**src/rtl/conv2_window_gen_pkg.sv**
```systemverilog
// rtl/conv2_window_gen_pkg.sv - default geometry, FSM states and window packing index for conv2_window_gen
package conv2_window_gen_pkg;

  localparam int CI_DEF  = 3;
  localparam int KX_DEF  = 5;
  localparam int KY_DEF  = 5;
  localparam int IBW_DEF = 8;
  localparam int IW_DEF  = 12;
  localparam int IH_DEF  = 12;

  typedef enum logic {
    S_FILL = 1'b0,
    S_RUN  = 1'b1
  } state_t;

  // Sample (c,ky,kx) position inside the packed window, in units of one sample.
  function automatic int win_idx(input int c, input int ky, input int kx,
                                 input int ky_n, input int kx_n);
    return (c * ky_n + ky) * kx_n + kx;
  endfunction

endpackage

```
**src/rtl/conv2_line_buf.sv**
```systemverilog
// rtl/conv2_line_buf.sv - one image row of pixels, same-address read-before-write
module conv2_line_buf #(
  parameter int W     = 24,
  parameter int DEPTH = 12,
  parameter int AW    = 4
) (
  input  logic          clk,
  input  logic          we,
  input  logic [AW-1:0] addr,
  input  logic [W-1:0]  wdata,
  output logic [W-1:0]  rdata
);

  logic [W-1:0] mem [DEPTH];

  // Asynchronous read returns the old word in the same cycle it is overwritten.
  assign rdata = mem[addr];

  always_ff @(posedge clk) begin
    if (we) mem[addr] <= wdata;
  end

endmodule

```
**src/rtl/conv2_window_gen.sv**
```systemverilog
// rtl/conv2_window_gen.sv - raster-scan KX x KY sliding window generator feeding the conv2 core
module conv2_window_gen
  import conv2_window_gen_pkg::*;
#(
  parameter int CI  = CI_DEF,
  parameter int KX  = KX_DEF,
  parameter int KY  = KY_DEF,
  parameter int IBW = IBW_DEF,
  parameter int IW  = IW_DEF,
  parameter int IH  = IH_DEF
) (
  input  logic                    clk,
  input  logic                    reset_n,
  input  logic                    i_flush,
  input  logic                    i_in_valid,
  input  logic [CI*IBW-1:0]       i_in_pixel,
  output logic                    o_ot_valid,
  output logic [CI*KX*KY*IBW-1:0] o_ot_fmap,
  output logic                    o_frame_done
);

  localparam int PW = CI * IBW;
  localparam int CW = (IW > 1) ? $clog2(IW) : 1;
  localparam int RW = (IH > 1) ? $clog2(IH) : 1;

  logic [CW-1:0] col;
  logic [RW-1:0] row;
  state_t        state, state_nxt;
  logic          accept, col_last, row_last, win_valid;

  logic [PW-1:0] lb_rd [KY-1];
  logic [PW-1:0] lb_wd [KY-1];
  logic [PW-1:0] win     [KX-1][KY];
  logic [PW-1:0] win_nxt [KX][KY];
  logic [CI*KX*KY*IBW-1:0] fmap_nxt;

  assign accept    = i_in_valid & ~i_flush & reset_n;
  assign col_last  = (col == CW'(IW - 1));
  assign row_last  = (row == RW'(IH - 1));
  assign win_valid = accept && (state == S_RUN) && (col >= CW'(KX - 1));

  // Rows cascade upward: the newest buffer takes the pixel, each older one takes its neighbour's old word.
  for (genvar k = 0; k < KY - 1; k++) begin : g_lb
    if (k == KY - 2) begin : g_head
      assign lb_wd[k] = i_in_pixel;
    end else begin : g_tail
      assign lb_wd[k] = lb_rd[k+1];
    end
    conv2_line_buf #(.W(PW), .DEPTH(IW), .AW(CW)) u_line_buf (
      .clk   (clk),
      .we    (accept),
      .addr  (col),
      .wdata (lb_wd[k]),
      .rdata (lb_rd[k])
    );
  end

  always_comb begin
    for (int kx = 0; kx < KX - 1; kx++) win_nxt[kx] = win[kx];
    for (int ky = 0; ky < KY - 1; ky++) win_nxt[KX-1][ky] = lb_rd[ky];
    win_nxt[KX-1][KY-1] = i_in_pixel;
  end

  always_comb begin
    fmap_nxt = '0;
    for (int c = 0; c < CI; c++)
      for (int ky = 0; ky < KY; ky++)
        for (int kx = 0; kx < KX; kx++)
          fmap_nxt[win_idx(c, ky, kx, KY, KX)*IBW +: IBW] = win_nxt[kx][ky][c*IBW +: IBW];
  end

  always_comb begin
    state_nxt = state;
    if (accept) begin
      case (state)
        S_FILL:  if (col_last && row == RW'(KY - 2)) state_nxt = S_RUN;
        S_RUN:   if (col_last && row_last)           state_nxt = S_FILL;
        default: state_nxt = S_FILL;
      endcase
    end
  end

  always_ff @(posedge clk) begin
    if (!reset_n || i_flush) begin
      state        <= S_FILL;
      col          <= '0;
      row          <= '0;
      o_ot_valid   <= 1'b0;
      o_frame_done <= 1'b0;
      o_ot_fmap    <= '0;
    end else begin
      state        <= state_nxt;
      o_ot_valid   <= win_valid;
      o_frame_done <= win_valid && col_last && row_last;
      if (win_valid) o_ot_fmap <= fmap_nxt;
      if (accept) begin
        if (col_last) begin
          col <= '0;
          row <= row_last ? '0 : row + 1'b1;
        end else begin
          col <= col + 1'b1;
        end
      end
    end
  end

  // Window storage is pure datapath; stale contents are flushed out by KX shifts before any valid window.
  always_ff @(posedge clk) begin
    if (accept)
      for (int j = 0; j < KX - 1; j++) win[j] <= win_nxt[j+1];
  end

endmodule

```
**config.mk**
```make
export PLATFORM = sky130hd
export DESIGN_NAME = conv2_window_gen
export DESIGN_NICKNAME = d
export VERILOG_FILES = /design/src/rtl/conv2_window_gen_pkg.sv /design/src/rtl/conv2_line_buf.sv /design/src/rtl/conv2_window_gen.sv
export SDC_FILE = /design/constraint.sdc
export NUM_CORES = 2
export LEC_CHECK = 0
export ABC_AREA = 1
export CAP_MARGIN = 10
export CELL_PAD_IN_SITES_DETAIL_PLACEMENT = 0
export CELL_PAD_IN_SITES_GLOBAL_PLACEMENT = 1
export CORE_ASPECT_RATIO = 0.5
export CORE_MARGIN = 8
export CORE_UTILIZATION = 50
export DETAILED_ROUTE_END_ITERATION = 8
export GPL_ROUTABILITY_DRIVEN = 0
export PLACE_DENSITY = 0.8
export SYNTH_ARGS = -nofsm -noshare
export SYNTH_HDL_FRONTEND = slang
export SYNTH_HIERARCHICAL = 1
export SYNTH_SLANG_ARGS = --single-unit
```
**constraint.sdc**
```tcl
create_clock -name clk -period 16.4 [get_ports clk]
set_clock_uncertainty 0.1 [all_clocks]
set_input_delay 3.28 -clock clk [delete_from_list [all_inputs] [get_ports clk]]
set_output_delay 3.28 -clock clk [all_outputs]
set_load 0.05 [all_outputs]
```
-- Yosys cells after proc, flatten, opt, wreduce, memory -nomap -nowiden
Memories as Yosys holds them, arrays and structs flattened. A register that Yosys moved wholly into a read port is not among the register bits.
Index checks and enable logic that the tools add are counted.
W data, S select, Z words.
- $add $sub $neg: 2
- order comparisons: 1
- eq/ne operators: 3
- muxes and demuxes: 15
- bitwise gates (word level): 4
- reductions and logical operators: 9
- operators by type and width (cell ; number):
    $mux W4 ; 10
    $add A4 B1 Y4 const B ; 2
    $eq A4 B4 Y1 const B ; 2
    $logic_and A1 B1 Y1 ; 6
    $eq A4 B2 Y1 const B ; 1
    $ge A4 B3 Y1 const B ; 1
    $mux W1 ; 4
    $and A1 B1 Y1 ; 2
    $not A1 Y1 ; 2
    $pmux W1 S2 ; 1
    $reduce_and A2 Y1 ; 1
    $logic_not A1 Y1 ; 1
    $logic_or A1 B1 Y1 ; 1
- memory bits (writable): 1632
- word-level logic and storage cells: 45
- flip-flop bits (word level): 611
- memories kept: 5
- bits of input ports: 28
- memory list (name ; depth ; bits a word ; rd ports ; clocked after Yosys merged registers in ; write ports ; RTL line ; text):
    win ; 4 ; 120 ; 4 ; 1 ; 4 ; conv2_window_gen.sv:33 ; logic [PW-1:0] win [KX-1][KY];
    g_lb[0].u_line_buf.mem ; 12 ; 24 ; 1 ; 1 ; 1 ; conv2_line_buf.sv:14 ; logic [W-1:0] mem [DEPTH];
    g_lb[1].u_line_buf.mem ; 12 ; 24 ; 1 ; 1 ; 1 ; conv2_line_buf.sv:14 ;
    g_lb[2].u_line_buf.mem ; 12 ; 24 ; 1 ; 1 ; 1 ; conv2_line_buf.sv:14 ;
    g_lb[3].u_line_buf.mem ; 12 ; 24 ; 1 ; 1 ; 1 ; conv2_line_buf.sv:14 ;

-- Longest topological paths before layout
- depth after elaboration: 7
- gate-level depth with buffers: 11
- mapped depth without buffers: 9

-- Modules after synthesis
Netlist, hierarchy kept.
- modules (own cells, without submodules) (module ; cells each ; area an instance (µm²) ; sequential area each (µm²) ; times used):
    conv2_line_buf ; 1111 ; 11891.4 ; 8648.3 ; 4
    conv2_window_gen ; 3160 ; 35476.5 ; 26645.6 ; 1

-- Worst setup path before layout
OpenSTA, ideal clock, no wires.
- path type: input to register
- from: input port i_flush
- to: memory g_lb[0].u_line_buf.mem[3][0], enable pin
- setup slack: 6.546 ns
- arrival time: 9.350 ns
- library setup time: 0.405 ns
- path buffers: 0
- stages: 5
- cells stage by stage: inv_2 -> nand2_2 -> nor2_8 -> nand3_1 -> nor2_1
- word-level cells in the longest chain between the ends: 5
- RTL lines (element ; RTL line ; text):
    start, declared ; conv2_window_gen.sv:14 ; input logic i_flush,
    $not A1 Y1 ; conv2_window_gen.sv:37 ; assign accept = i_in_valid & ~i_flush & reset_n;
    $and A1 B1 Y1 (2 in a row) ; conv2_window_gen.sv:37 ;
    via accept ; conv2_window_gen.sv:29 ; logic accept, col_last, row_last, win_valid;
    $mux W1 ; conv2_line_buf.sv:20 ; if (we) mem[addr] <= wdata;
    $mux W1 (implied by the code) ; conv2_line_buf.sv:20 ;
    end, declared ; conv2_line_buf.sv:14 ;
The timed path passes the listed nets, and every way through them passes these cells.

-- Final worst setup path
- from: input port reset_n
- to: register o_ot_fmap[11]
- word-level cells in the longest chain between the ends: 3
- elaborated cells on any way between the ends: 5
- those cells by class: 1 x bitwise; 4 x reduce/logical
- RTL lines (element ; RTL line ; text):
    start, declared ; conv2_window_gen.sv:13 ; input logic reset_n,
    $and A1 B1 Y1 ; conv2_window_gen.sv:37 ;
    via accept ; conv2_window_gen.sv:29 ;
    $logic_and A1 B1 Y1 (2 in a row) ; conv2_window_gen.sv:40 ; assign win_valid = accept && (state == S_RUN) && (col >= CW'(KX - 1));
    end signal, assigned ; conv2_window_gen.sv:95 ; if (win_valid) o_ot_fmap <= fmap_nxt;
    end, declared ; conv2_window_gen.sv:18 ; output logic [CI*KX*KY*IBW-1:0] o_ot_fmap,
The timed path passes the listed nets, and every way through them passes these cells.
A chain may end at the register's enable or synchronous reset.

==> summary.txt <==
Clock network
  • CTS root buffer: clkbuf_16
  • Setup bufs post-CTS: 0
  • Post-CTS resize count: 0
  • Max clock buf depth: 4
  • Cts hold-fix bufs: 0
  • CTS H-tree depth: 4
  • TritonCTS clock tree: done
  • Total CTS buffers: 196
  • Clock Sink Count: 2243
  • Worst-path clk slew: 0.07 ns
  • Clk_lat worst skew: 0.82 ns

Logic synthesis
  • Post-synth EDFFs: 1632
  • Cell taking the most area after synthesis: edfxtp_1
  • Post-synthesis sequential area ratio: 73.74%
  • Post-synthesis cell count: 7604
  • Post-synth top area share: 59.01%
  • Largest family of logic cells by synthesized area: simple AND/OR/NAND/NOR gates
  • Synth Cell Area: 0.08304 mm²
  • Post-synthesis compound-gate area fraction: 3.652%
  • Post-synthesis mux area share: 0%
  • Most used DFF post-synth: edfxtp_1
  • Post-synth ARST share: 0%
  • #FFs+latches synth: 2243
  • Synth Area in XOR/XNOR: 0%
  • Most frequent cell after synthesis: nand2_1
  • Synthesis Warnings: 126
  • Ranking of synthesized cells by area: edfxtp_1 (59%), dfxtp_1 (15%), nand2_1 (13%)
  • Avg Cell Area, Syn: 10.92 µm²
  • Syn nets: 7634
  • Post-synth cell types: 23
  • Most frequent cells after synthesis: nand2_1 (2909), edfxtp_1 (1632), nor2_1 (1257)
  • Post-synthesis simple-gate area fraction: 19.70%
  • Synth Area in Adders: 0.03013%

Floorplan
  • Starting Density: 50.49%
  • Die Area: 0.1802 mm²
  • Die span in y: 304.2 µm
  • Core Area: 0.1645 mm²
  • Top Ports: 630
  • Chip Width: 592.3 µm
  • Row count: 105

Setup path
  • Startpoint Class: primary input
  • Worst R2R Start: col[0]
  • Crit. End Element: flop
  • Setup Crit Path Kind: primary input to flop
  • CP arrival: 7.90 ns
  • Critical-path maximum fanout: 244
  • Critical Path Source: reset_n
  • Critical Path RT: 17.04 ns

Final layout
  • Area growth from synthesis to layout: 16.61%
  • Layout Utilization: 58.87%
  • Final Non-Filler Cells: 10460
  • Layout cells sized above 1: 5.351%
  • Nets: 8136
  • Finished Cell Area: 0.09684 mm²

STA
  • Fin. max-slew vios: 0
  • Worst Max-Slew Pin Slew: 1.182 ns
  • Setup violators final: 0
  • Hold WS: 0.3318 ns
  • Final setup margin: 9.138 ns
  • Final hold vios: 0
  • Rel. slew slack: 21.10%
  • Crit share post-route: 44.28%
  • Setup TNS Final: 0 ns
  • Max Clock Freq: 137.7 MHz
  • Post-layout minimum cycle time: 7.262 ns
  • RSZ-0062 raised after global routing: false

Global routing
  • Remaining Overflow, GRT: 0
  • Gr usage total: 23.46%
  • First-pass GRT wire length: 323.5 mm
  • Pin count of the biggest net entering global routing: 245
  • Vias in the first global route: 49710
  • Initial antenna violation count: 7

Run status
  • Status: complete, no violations

Hold path
  • HP Class: flop to flop
  • Worst min-delay path startpoint: win[1][28]

Job
  • Max-cap violations: 0

Routing
  • Final wirelength: 218.9 mm
  • Total iterations of the first detailed-routing run: 6
  • Number of remaining DRC errors: 0
  • Routed Antenna Nets: 0
  • Drt via density: 5.124
  • WL per Instance: 20.92 µm
  • Initial DRC Count: 4882
  • Via count: 53590

Place
  • Placed cell count: 10100
  • PortBufs: 629
  • Detailed placer's ending HPWL: 129.5 mm
  • Pre-CTS setup slack: 8.163 ns
  • Area after DPL: 0.09077 mm²

Power
  • Total Power: 10.82 mW
  • Pwr dens: 111.7 mW/mm²
  • Peak VDD IR: 0.08836 mV
  • Pleak: 35.01 nW
## metal layers
| layer | vias to the layer above | GRT usage (%) | wire, µm |
|---|---|---|---|
| met3 | 347 | 3.340 | 12060 |
| met2 | 1437 | 39.54 | 107600 |
| met4 | 0 | 8.057 | 8162 |
| li1 | 26060 | - | - |
| met5 | - | 0 | 0 |
| met1 | 25740 | 31.24 | 91080 |
## worst paths after layout
check	end	slack, ns	cells after the start
hold / removal	win[0][28]	0.33	0
setup reg to reg	g_lb[3].u_line_buf/mem[6][6]	11.76	6
hold reg to reg	win[0][28]	0.33	0
setup / recovery	o_ot_fmap[11]	9.14	9
## area by class of cell
class	instances	area [µm²]
Fill cell	13560	67650
Sequential cell	2243	61250
Multi-Input combinational cell	4910	19560
Timing Repair Buffer	723	7052
Clock buffer	271	5504
Tap cell	2193	2744
Clock inverter	81	544.3
Inverter	32	168.9
Antenna cell	6	15.01
## cell families (layout without fill, tap and decap cells)
group | count (synthesis) | after routing
and+or+nand+nor | 4302 | 4302
DFF | 2243 | 2243
AOI/OAI and AO/OA | 606 | 606
buffers and inverters | 451 | 1107
adders and majority gates | 2 | 2
other | 0 | 6
## cells in the final DEF, fill, tap and decap left out, types with 19 or more instances in the layout
cell type / netlist / final
clkbuf_8: 0 / 19
inv_1: 24 / 20
clkbuf_16: 0 / 202
nor2_2: 10 / 55
dfxtp_1: 611 / 608
clkinv_2: 0 / 39
edfxtp_1: 1632 / 1632
o21ai_0: 451 / 451
clkbuf_1: 123 / 50
nor2_1: 1257 / 1209
nand2_1: 2909 / 2909
nand3_1: 120 / 120
clkinv_1: 0 / 31
buf_4: 109 / 90
clkdlybuf4s50_1: 0 / 629
o21ai_1: 150 / 150
## sequential cells by signal, indices dropped and copies added, names as in the netlist
signal,count
g_lb.u_line_buf/mem,1152
o_ot_fmap,600
win,480
col,4
row,4
o_frame_done,1
o_ot_valid,1
state,1
## critical path, cell delays in order
cell and delay, ns:
clkdlybuf4s50_1 0.50, nand2_2 0.16, nor2_8 0.63, nand2_8 0.61, inv_16 0.82, buf_12 0.61, buf_4 0.79, nor2_1 0.08
nor2_1 0.13
## where the power goes
group          leakage, nW  internal [mW]  switching (mW)
Combinational         12.3         0.0519           0.192
Clock                 2.97           2.44            2.02
Sequential            19.7           6.10          0.0175
Total                 35.0           8.59            2.23
Power figures use the tool's default switching activity.
